--- config.mk ---
export PLATFORM = sky130hd
export DESIGN_NAME = demux_1x2_16
export DESIGN_NICKNAME = d
export VERILOG_FILES = /design/src/rtl/demux_1x2_16.sv
export SDC_FILE = /design/constraint.sdc
export NUM_CORES = 1
export LEC_CHECK = 0
export ABC_CLOCK_PERIOD_IN_PS = 4400
export CAP_MARGIN = 15
export CORE_MARGIN = 2
export CORE_UTILIZATION = 30
export CTS_CLUSTER_SIZE = 10
export DETAILED_ROUTE_END_ITERATION = 8
export PLACE_DENSITY = 0.56
export SLEW_MARGIN = 20
export SYNTH_ARGS = -nofsm -noshare
export SYNTH_HDL_FRONTEND = slang
export SYNTH_HIERARCHICAL = 1
export SYNTH_SLANG_ARGS = --single-unit
--- constraint.sdc ---
create_clock -name clk -period 4.4 [get_ports clk]
set_clock_uncertainty 0.1 [all_clocks]
set_input_delay 0.88 -clock clk [delete_from_list [all_inputs] [get_ports clk]]
set_output_delay 0.88 -clock clk [all_outputs]
set_load 0.05 [all_outputs]
--- src/rtl/demux_1x2_16.sv ---
// Registered 1-to-2 demultiplexer: one 16-bit input stream steered by in_sel
// into two independent show-ahead FIFOs, each with its own valid/ready port.

module demux_1x2_16_ch #(
  parameter  int WIDTH = 16,
  parameter  int DEPTH = 2,
  localparam int LW    = $clog2(DEPTH+1)
) (
  input  logic             clk,
  input  logic             rst_n,
  input  logic             i_push,
  input  logic [WIDTH-1:0] i_data,
  input  logic             i_ready,
  output logic             o_full,
  output logic             o_valid,
  output logic [WIDTH-1:0] o_data,
  output logic [LW-1:0]    o_level
);
  localparam int AW = $clog2(DEPTH);

  logic [WIDTH-1:0] r_mem [DEPTH];
  logic [AW-1:0]    r_wptr, r_rptr;
  logic [LW-1:0]    r_level;
  logic             w_pop;

  assign o_valid = (r_level != '0);
  assign o_full  = (r_level == LW'(DEPTH));
  assign o_level = r_level;
  assign w_pop   = o_valid && i_ready;
  // Head is gated so an empty channel presents zero rather than stale storage.
  assign o_data  = o_valid ? r_mem[r_rptr] : '0;

  always_ff @(posedge clk) begin
    if (i_push) r_mem[r_wptr] <= i_data;
  end

  always_ff @(posedge clk or negedge rst_n) begin
    if (!rst_n) begin
      r_wptr  <= '0;
      r_rptr  <= '0;
      r_level <= '0;
    end else begin
      if (i_push) r_wptr <= r_wptr + AW'(1);
      if (w_pop)  r_rptr <= r_rptr + AW'(1);
      case ({i_push, w_pop})
        2'b10:   r_level <= r_level + LW'(1);
        2'b01:   r_level <= r_level - LW'(1);
        default: r_level <= r_level;
      endcase
    end
  end
endmodule

module demux_1x2_16 #(
  parameter  int WIDTH = 16,
  parameter  int DEPTH = 2,
  localparam int LW    = $clog2(DEPTH+1)
) (
  input  logic             clk,
  input  logic             rst_n,
  input  logic [WIDTH-1:0] in_data,
  input  logic             in_sel,
  input  logic             in_valid,
  output logic             in_ready,
  output logic [WIDTH-1:0] out0_data,
  output logic             out0_valid,
  input  logic             out0_ready,
  output logic [LW-1:0]    out0_level,
  output logic [WIDTH-1:0] out1_data,
  output logic             out1_valid,
  input  logic             out1_ready,
  output logic [LW-1:0]    out1_level
);
  localparam int NUM_CH = 2;

  logic [NUM_CH-1:0]            w_push, w_full, w_valid, w_ready;
  logic [NUM_CH-1:0][WIDTH-1:0] w_data;
  logic [NUM_CH-1:0][LW-1:0]    w_level;

  // Only registered state feeds in_ready, so consumers never loop back to the source.
  assign in_ready = !w_full[in_sel];
  assign w_ready  = {out1_ready, out0_ready};

  for (genvar k = 0; k < NUM_CH; k++) begin : g_ch
    assign w_push[k] = in_valid && in_ready && (in_sel == 1'(k));
    demux_1x2_16_ch #(.WIDTH(WIDTH), .DEPTH(DEPTH)) u_ch (
      .clk     (clk),
      .rst_n   (rst_n),
      .i_push  (w_push[k]),
      .i_data  (in_data),
      .i_ready (w_ready[k]),
      .o_full  (w_full[k]),
      .o_valid (w_valid[k]),
      .o_data  (w_data[k]),
      .o_level (w_level[k])
    );
  end

  assign out0_data  = w_data[0];
  assign out0_valid = w_valid[0];
  assign out0_level = w_level[0];
  assign out1_data  = w_data[1];
  assign out1_valid = w_valid[1];
  assign out1_level = w_level[1];
endmodule

==> results of run 1 <==
worst paths after layout:
kind                                          from                  endpoint  slack [ns]
max                            g_ch[1].u_ch/r_rptr              out1_data[9]         1.0
min                            g_ch[1].u_ch/r_wptr       g_ch[1].u_ch/r_wptr        0.40
max reg2reg                g_ch[0].u_ch/o_level[1]  g_ch[0].u_ch/r_mem[1][9]        2.16
min reg2reg                    g_ch[1].u_ch/r_wptr       g_ch[1].u_ch/r_wptr        0.40
max in group asynchronous                    rst_n       g_ch[1].u_ch/r_rptr        3.19
min in group asynchronous                    rst_n   g_ch[0].u_ch/o_level[1]        0.73
stage by stage:
stage                     setup slack [ns]   util
after floorplan                       1.69      -
after global placement                1.03  0.387
after detailed placement              1.02  0.387
after CTS                            0.922  0.416
after global routing                 0.825  0.416
final                                0.996  0.416
flip-flops by register name (all words and copies together), names as in the netlist:
signal and cells:
g_ch.u_ch/r_mem 64, g_ch.u_ch/r_wptr 2, g_ch.u_ch/o_level 4, g_ch.u_ch/r_rptr 2
layer usage:
metal,part of all wire,vias to the layer above,global-route usage
li1,-,755,-
met1,0.47,768,0.157
met2,0.47,43,0.184
met3,0.043,9,0.0331
met4,0.018,0,0.0624
met5,0,-,0
cells by family (layout without fill, tap and decap cells):
kind of cell / count (synthesis) / in the layout
XOR/XNOR: 10 / 10
AND/OR/NAND/NOR: 46 / 46
multiplexers: 33 / 33
flip-flops: 72 / 72
adder cells (fa/ha/maj): 2 / 2
buffers and inverters: 10 / 84
area by class of cell:
class,count,share of cell area
clock buffers,11,0.0344
clock inverters,5,0.0337
inverters,4,0.00393
multi-input cells,91,0.171
flip-flops and latches,72,0.555
well taps,111,0.0363
repair buffers,64,0.165
cell usage after synthesis:
cell type / number / share of area
inv_1: 4 / 0.0053
buf_6: 2 / 0.0079
nor2b_2: 2 / 0.0062
and2_1: 2 / 0.0044
nor3b_1: 1 / 0.0026
nor2_2: 2 / 0.0044
buf_4: 4 / 0.011
mux2i_1: 33 / 0.12
xnor2_1: 4 / 0.012
xor2_1: 6 / 0.019
nor2_1: 36 / 0.048
ha_1: 2 / 0.0088
and3b_1: 1 / 0.0031
dfrtp_1: 8 / 0.071
nor2b_1: 2 / 0.0044
edfxtp_1: 64 / 0.68
cell usage in the layout, fill, tap and decap left out:
cell	Yosys	layout
clkbuf_8	0	9
nor2b_2	2	2
clkdlybuf4s50_1	0	60
clkbuf_1	0	2
and2_1	2	2
nor3b_1	1	1
mux2i_1	33	33
nor2_2	2	4
xnor2_1	4	4
ha_1	2	2
inv_1	4	4
dfrtp_1	8	8
nor2b_1	2	2
xor2_1	6	6
bufinv_16	0	4
edfxtp_1	64	64
buf_4	4	4
clkinv_4	0	1
and3b_1	1	1
nor2_1	36	34
worst register-to-register path, stage by stage, from the launching register on:
cell	delay, ns
dfrtp_1	0.42
nor2b_1	0.16
nor3b_1	0.38
and2_1	0.80
==> run metrics, run 1 <==
Max Root-Sink Buffers=2; CP Launch Type=register; Netlist cell types=16; class of the tightest hold or removal check=reg -> reg; Placer Congestion=0.704; list of cells traversed by the critical path=buf_4, mux2i_1, nor2_1, clkdlybuf4s50_1; endpoint required time on the critical path=3.42 ns; area of the core=9200 um2; CTS tree=built; number of sinks on the clock net=72; Synth Net Count=197; count of boundary I/O pins=61; share of synthesized area spent on multiplexers=0.116; post-DR vias/cell=4.40; post-CTS setup buffers=0; area used by multi-input combinational logic=654 um2; critical path data arrival time=2.42 ns; Cells after Synth=173; post-CTS sizing=0; DR vias=1,575; relative area change from synthesis to final layout=34.6%; compound-gate portion of the synthesized area=0; Final nets=266; CTS Buf Count=9; total of warnings raised by yosys=6; first-pass GRT wire length=8910 um; Die Y=101 um; FF-to-FF path depth=3; buffers plus inverters on the worst setup path=2; largest net degree at the start of global routing=19; max cap viols=0; simple-gate share of the synthesized area=0.0727; number of non-filler instances in the completed layout=358; post-layout instance area=3820 um2; worst setup path class=reg -> out; register bit count reported by yosys=72; Seq/Total Area, Yosys=0.747; fraction of the mapped netlist area in adder cells=0.00881; input/output buffers=60; Fmax=0.294 GHz; RSZ-0062 raised after global routing=no; vias in the first global route=1,611; combinational family with the most area after synthesis=multiplexers; H-tree levels=3; Cell Area, Placed=3560 um2; # hold bufs at CTS=0; clock tree root driver cell=clkbuf_8; Die X-Extent=101 um; part of the cycle the worst path needs=0.774; clock period minus worst slack=3.40 ns; First DRT Iteration DRCs=42; Hold Path Stages=1; fillers=872; setup TNS=0 ns; highest-delay cell along the critical path=clkdlybuf4s50_1; antenna violations before repair=0; total detailed-routing wirelength=5680 um; mean cell area of the mapped netlist=16.4 um2; FF+latch area=2120 um2; Avg WL per Cell=15.9 um; number of optimization iterations in the first detailed-route pass=4; summed instance area of the synthesized netlist=2840 um2; outcome=complete, no violations; number of setup violations in the final report=0; final antenna diode count=0; global-route usage over all layers=0.121; fraction of final layout cells sized beyond drive strength 1=0.0972; number of cells on the critical path=4; die area=10,300 um2; family with the most delay on the worst path=buffers and inverters; final hold slack=0.404 ns; Clk Latency, worst-skew pair=0.34 ns; type of destination of the critical path=output port; crit-path max cell delay=0.73 ns; maximum fanout encountered on the critical timing path=10; estimated wirelength of the detail-placed design=3590 um; Core Rows=35; Final Slew Violations=0; Remaining DRCs=0; sum of overflow across all layers after global routing=0; Starting Density=0.309; placed cells=342; actual slew at the worst max-slew pin=0.914 ns; number of endpoints with negative hold slack in the final report=0; clock transition at the registers of the reported paths=0.07 ns; count of antenna-violating nets left after detailed routing=0; Rel. slew slack=0.390; post-synthesis xor/xnor area fraction=0.0309
Power of run 1 is not shown: default switching activity piles up to over one toggle a cycle in this logic, so the estimate is an artifact.
==> run 2, diff against run 1 <==
Settings changed: ABC_CLOCK_PERIOD_IN_PS 4400 to 3240.
Clock period 4.4 ns to 3.24 ns, I/O delays scaled along.
==> run 2 against run 1 <==
  * Die area is the same
  * Setup slack lost 0.55 ns
  * Global-route usage grew 0.21 points
  * Worst hold slack gained 0.0070 ns
  * Via count grew 0.51%
  * Count of clock-buffer cells in the layout shrank 2
  * Non-clock buffer count grew 6
  * Critical path type unchanged
  * Critical endpoint is now out0_data[11]
  * Highest routed layer unchanged
==> run metrics, run 2 (synthesis gave the netlist of run 1 again) <==
Max Root-Sink Buffers=2 (unchanged); crit-path max cell delay=0.72 ns (about the same); # hold bufs at CTS=0 (unchanged); endpoint required time on the critical path=2.49 ns (-0.93 ns); relative area change from synthesis to final layout=31.5%; max reg flops=64 (unchanged); max cap viols=0 (unchanged); maximum fanout encountered on the critical timing path=8 (-2); die area=10,300 um2 (unchanged); count of boundary I/O pins=61 (unchanged); final antenna diode count=0 (unchanged); number of setup violations in the final report=0 (unchanged); clock period minus worst slack=2.80 ns; Final nets=272 (+2.3%); Die X-Extent=101 um (unchanged); setup TNS=0 ns (unchanged); most frequent cells in the layout=edfxtp_1, buf_4, nor2_1; total detailed-routing wirelength=5750 um (+1.1%); CTS tree=built; actual slew at the worst max-slew pin=0.574 ns (-0.340 ns); fraction of final layout cells sized beyond drive strength 1=0.245 (+0.148); Fmax=0.357 GHz; sum of overflow across all layers after global routing=0 (unchanged); worst setup path class=reg -> out; vias in the first global route=1,733 (+7.6%); outcome=complete, no violations; estimated wirelength of the detail-placed design=3970 um (+11%); number of endpoints with negative hold slack in the final report=0 (unchanged); post-DR vias/cell=4.35 (-1.1%); global-route usage over all layers=0.123 (+0.00214); Remaining DRCs=0 (unchanged); Starting Density=0.309 (unchanged); family with the most delay on the worst path=buffers and inverters; clock tree root driver cell=clkbuf_8; Avg WL per Cell=15.8 um (-0.52%); CP Launch Type=register; Die Y=101 um (unchanged); first-pass GRT wire length=9040 um (+1.5%); number of optimization iterations in the first detailed-route pass=4 (unchanged); Placer Congestion=0.704 (about the same); post-CTS sizing=0 (unchanged); input/output buffers=60 (unchanged); class of the tightest hold or removal check=reg -> reg; critical path data arrival time=2.05 ns (-0.37 ns); number of sinks on the clock net=72 (unchanged); part of the cycle the worst path needs=0.863; Largest Register=g_ch.u_ch/r_mem; Rel. slew slack=0.618 (+0.227); list of cells traversed by the critical path=nor2_2, nor2_1, clkdlybuf4s50_1; clock transition at the registers of the reported paths=0.08 ns (about the same); DR vias=1,583 (+0.51%); post-CTS setup buffers=0 (unchanged); Final Slew Violations=0 (unchanged); CTS Buf Count=9 (unchanged); area of the core=9200 um2 (unchanged); highest-delay cell along the critical path=clkdlybuf4s50_1; type of destination of the critical path=output port; buffers plus inverters on the worst setup path=1 (-1); count of antenna-violating nets left after detailed routing=0 (unchanged); antenna violations before repair=0 (unchanged); Core Rows=35 (unchanged); H-tree levels=3 (unchanged); First DRT Iteration DRCs=46 (+9.5%); RSZ-0062 raised after global routing=no; most common cell after layout, fill and taps aside=edfxtp_1; largest net degree at the start of global routing=18 (-1); Clk Latency, worst-skew pair=0.34 ns (about the same)
==> run 2: cell count changes in the layout (fill, tap and decap cells not counted), sizes merged <==
cell / previous run / this run
bufinv: 4 / 1
clkinv: 1 / 3
clkinvlp: 0 / 2
buf: 4 / 42
inv: 4 / 5
clkbuf: 11 / 9
clkdlybuf4s50: 60 / 28
==> run 2: layout make-up <==
cell class	count	area (um2)
multi-input cells	91	654
clock inverters	7	70.1
well taps	111	139
clock buffers	9	124
inverters	4	15.0
flip-flops and latches	72	2120
repair buffers	70	608
fillers	877	5460
==> run 2: metrics by stage <==
step	instances	cell area (um2)	utilization	setup slack (ns)	hold WS, ns
5_1_grt	364	3730	0.406	0.312	0.421
3_5_place_dp	348	3540	0.385	0.767	0.396
4_1_cts	364	3730	0.406	0.387	0.408
3_3_place_gp	348	3540	0.385	0.807	0.391
6_report	364	3730	0.406	0.442	0.411
2_1_floorplan	173	2840	-	0.768	0.252
==> run 2: layer usage <==
metal  track usage  wire, um  vias up
li1              -         -      771
met1         0.158      2640      760
met3        0.0283       228        9
met4        0.0530       102        0
met2         0.200      2770       43
met5             0         0        -
==> run 2: worst paths after layout <==
path	startpoint	end	slack, ns	depth (start not counted)
worst max register to register	g_ch[0].u_ch/o_level[1]	g_ch[0].u_ch/o_level[1]	1.30	6
max in group asynchronous	rst_n	g_ch[1].u_ch/r_rptr	2.25	1
worst min-delay path	g_ch[1].u_ch/r_wptr	g_ch[1].u_ch/r_wptr	0.41	1
worst max-delay path	g_ch[0].u_ch/o_level[0]	out0_data[11]	0.44	3
min in group asynchronous	rst_n	g_ch[1].u_ch/o_level[1]	0.49	1
worst min register to register	g_ch[1].u_ch/r_wptr	g_ch[1].u_ch/r_wptr	0.41	1
Power of run 2 is left out for the same reason.
==> run 3, diff against run 2 <==
--- a/config.mk
+++ b/config.mk
@@ -11,2 +11,3 @@
 export CORE_UTILIZATION = 30
+export CTS_BUF_LIST = sky130_fd_sc_hd__clkbuf_8 sky130_fd_sc_hd__clkbuf_16
 export CTS_CLUSTER_SIZE = 10
==> constraint.sdc (replaced) <==
create_clock -name clk -period 3.24 [get_ports clk]
set_clock_uncertainty 0.1 [all_clocks]
set_input_delay 0.486 -clock clk [delete_from_list [all_inputs] [get_ports clk]]
set_output_delay 0.486 -clock clk [all_outputs]
set_load 0.05 [all_outputs]
==> run 3 against run 2 <==
  * Global-route usage decreased by 0.85 points
  * Non-clock buffer count decreased by 2
  * Maximum frequency increased by 0.95%
  * Critical path depth unchanged
  * First-iteration DRC count unchanged
  * Setup slack improved by 0.026 ns
  * Core utilization increased by 0.49 points
  * Critical endpoint is now out0_data[1]
==> run metrics, run 3 (synthesis gave the netlist of run 1 again) <==
DR vias=1,573 (-0.63%); number of sinks on the clock net=72 (unchanged); first-pass GRT wire length=8510 um (-5.9%); Remaining DRCs=0 (unchanged); global-route usage over all layers=0.114 (-0.00845); count of boundary I/O pins=61 (unchanged); actual slew at the worst max-slew pin=0.538 ns (-0.0353 ns); clock tree root driver cell=clkbuf_8; Rel. slew slack=0.641 (+0.0236); Avg WL per Cell=15.1 um (-4.2%); top layer used by detailed routing=met4; register-to-register setup slack=1.13 ns (-0.17 ns); die area=10,300 um2 (unchanged); number of setup violations in the final report=0 (unchanged); H-tree levels=3 (unchanged); input/output buffers=60 (unchanged); most common cell after layout, fill and taps aside=edfxtp_1; CTS Buf Count=9 (unchanged); estimated wirelength of the detail-placed design=3610 um (-9.1%); # hold bufs at CTS=0 (unchanged); Routed met1 length=2520 um (-4.8%); largest net degree at the start of global routing=19 (+1); worst setup path class=reg -> out; Largest Register=g_ch.u_ch/r_mem; First DRT Iteration DRCs=46 (unchanged); startpoint of the lowest-slack register-to-register path=g_ch[0].u_ch/o_level[1]; Max Root-Sink Buffers=2 (unchanged); endpoint required time on the critical path=2.65 ns (+0.16 ns); relative area change from synthesis to final layout=33.1%; outcome=complete, no violations; Final Slew Violations=0 (unchanged); FF-to-FF path depth=4 (-2); number of endpoints with negative hold slack in the final report=0 (unchanged); critical path data arrival time=2.19 ns (+0.14 ns); post-CTS setup buffers=0 (unchanged); clock period minus worst slack=2.77 ns (-0.0264 ns); Fmax=0.361 GHz (+0.95%); maximum fanout encountered on the critical timing path=17 (+9); Final nets=270 (-0.74%); CP Launch Type=register; Clk Latency, worst-skew pair=0.34 ns (about the same); type of destination of the critical path=output port; fraction of final layout cells sized beyond drive strength 1=0.127 (-0.118); DR WL met2=2600 um (-6.1%); RSZ-0062 raised after global routing=no; part of the cycle the worst path needs=0.855 (-0.00814); number of optimization iterations in the first detailed-route pass=4 (unchanged); post-CTS sizing=0 (unchanged); Detail Route met3 WL=254 um (+11%); total detailed-routing wirelength=5470 um (-4.7%); Die Y=101 um (unchanged); Core Rows=35 (unchanged); final antenna diode count=0 (unchanged); max reg flops=64 (unchanged); Die X-Extent=101 um (unchanged); antenna violations before repair=0 (unchanged); sum of overflow across all layers after global routing=0 (unchanged); post-DR vias/cell=4.35 (about the same); max cap viols=0 (unchanged); CTS tree=built; clock transition at the registers of the reported paths=0.08 ns (about the same); Placer Congestion=0.661 (-6.1%); area of the core=9200 um2 (unchanged); Reg2Reg Capture Point=g_ch[0].u_ch/r_mem[1][8]; most frequent cells in the layout=edfxtp_1, clkdlybuf4s50_1, nor2_1; class of the tightest hold or removal check=in -> async; fin util=0.411 (+0.00490); Starting Density=0.309 (unchanged); count of antenna-violating nets left after detailed routing=0 (unchanged); vias in the first global route=1,569 (-9.5%); startpoint of the most critical setup path=g_ch[0].u_ch/r_rptr; setup TNS=0 ns (unchanged)
[run 3: cell types whose count changed in the layout (fill, tap and decap cells not counted), sizes merged]
cell / change
buf: -33
bufinv: -1
inv: +2
clkdlybuf4s50: +31
clkinv: -1
[run 3: worst max-delay path, cell delays in order, from the launching register on]
cell             delay, ns
dfrtp_2               0.72
mux2i_1               0.14
nor2_1                0.15
clkdlybuf4s50_1       0.83
[run 3: through the flow]
| stage | instances | cell area, um2 | hold slack [ns] | setup WS, ns |
|---|---|---|---|---|
| final | 362 | 3780 | 0.317 | 0.469 |
| after global routing | 362 | 3780 | 0.337 | 0.337 |
| after CTS | 362 | 3780 | 0.313 | 0.0664 |
| after detailed placement | 346 | 3590 | 0.391 | 0.445 |
| after global placement | 346 | 3590 | 0.392 | 0.512 |
| after floorplan | 173 | 2840 | 0.0904 | 0.799 |
[run 3: worst max path at each step]
stage / end / slack, ns / cells after the start
floorplan: g_ch[0].u_ch/r_mem[0][0] / 0.80 / 4
global placement: out0_data[4] / 0.51 / 3
detailed placement: out0_data[4] / 0.45 / 3
CTS: out0_data[4] / 0.07 / 3
global route: out0_data[1] / 0.34 / 3
finish: out0_data[1] / 0.47 / 3
[run 3: metal layers]
| layer | GRT usage | vias up |
|---|---|---|
| met3 | 0.0331 | 10 |
| met5 | 0 | - |
| li1 | - | 766 |
| met4 | 0.0499 | 0 |
| met2 | 0.178 | 44 |
| met1 | 0.149 | 753 |
[run 3: cell type report]
cell class                 instances  area [um2]
clock buffer                       9         124
clock inverter                     7        63.8
fill                             869        5420
inverter                           4        15.0
multi-input combinational         91         654
sequential                        72        2120
tap                              111         139
timing repair buffer              68         658
Power of run 3 is left out for the same reason.
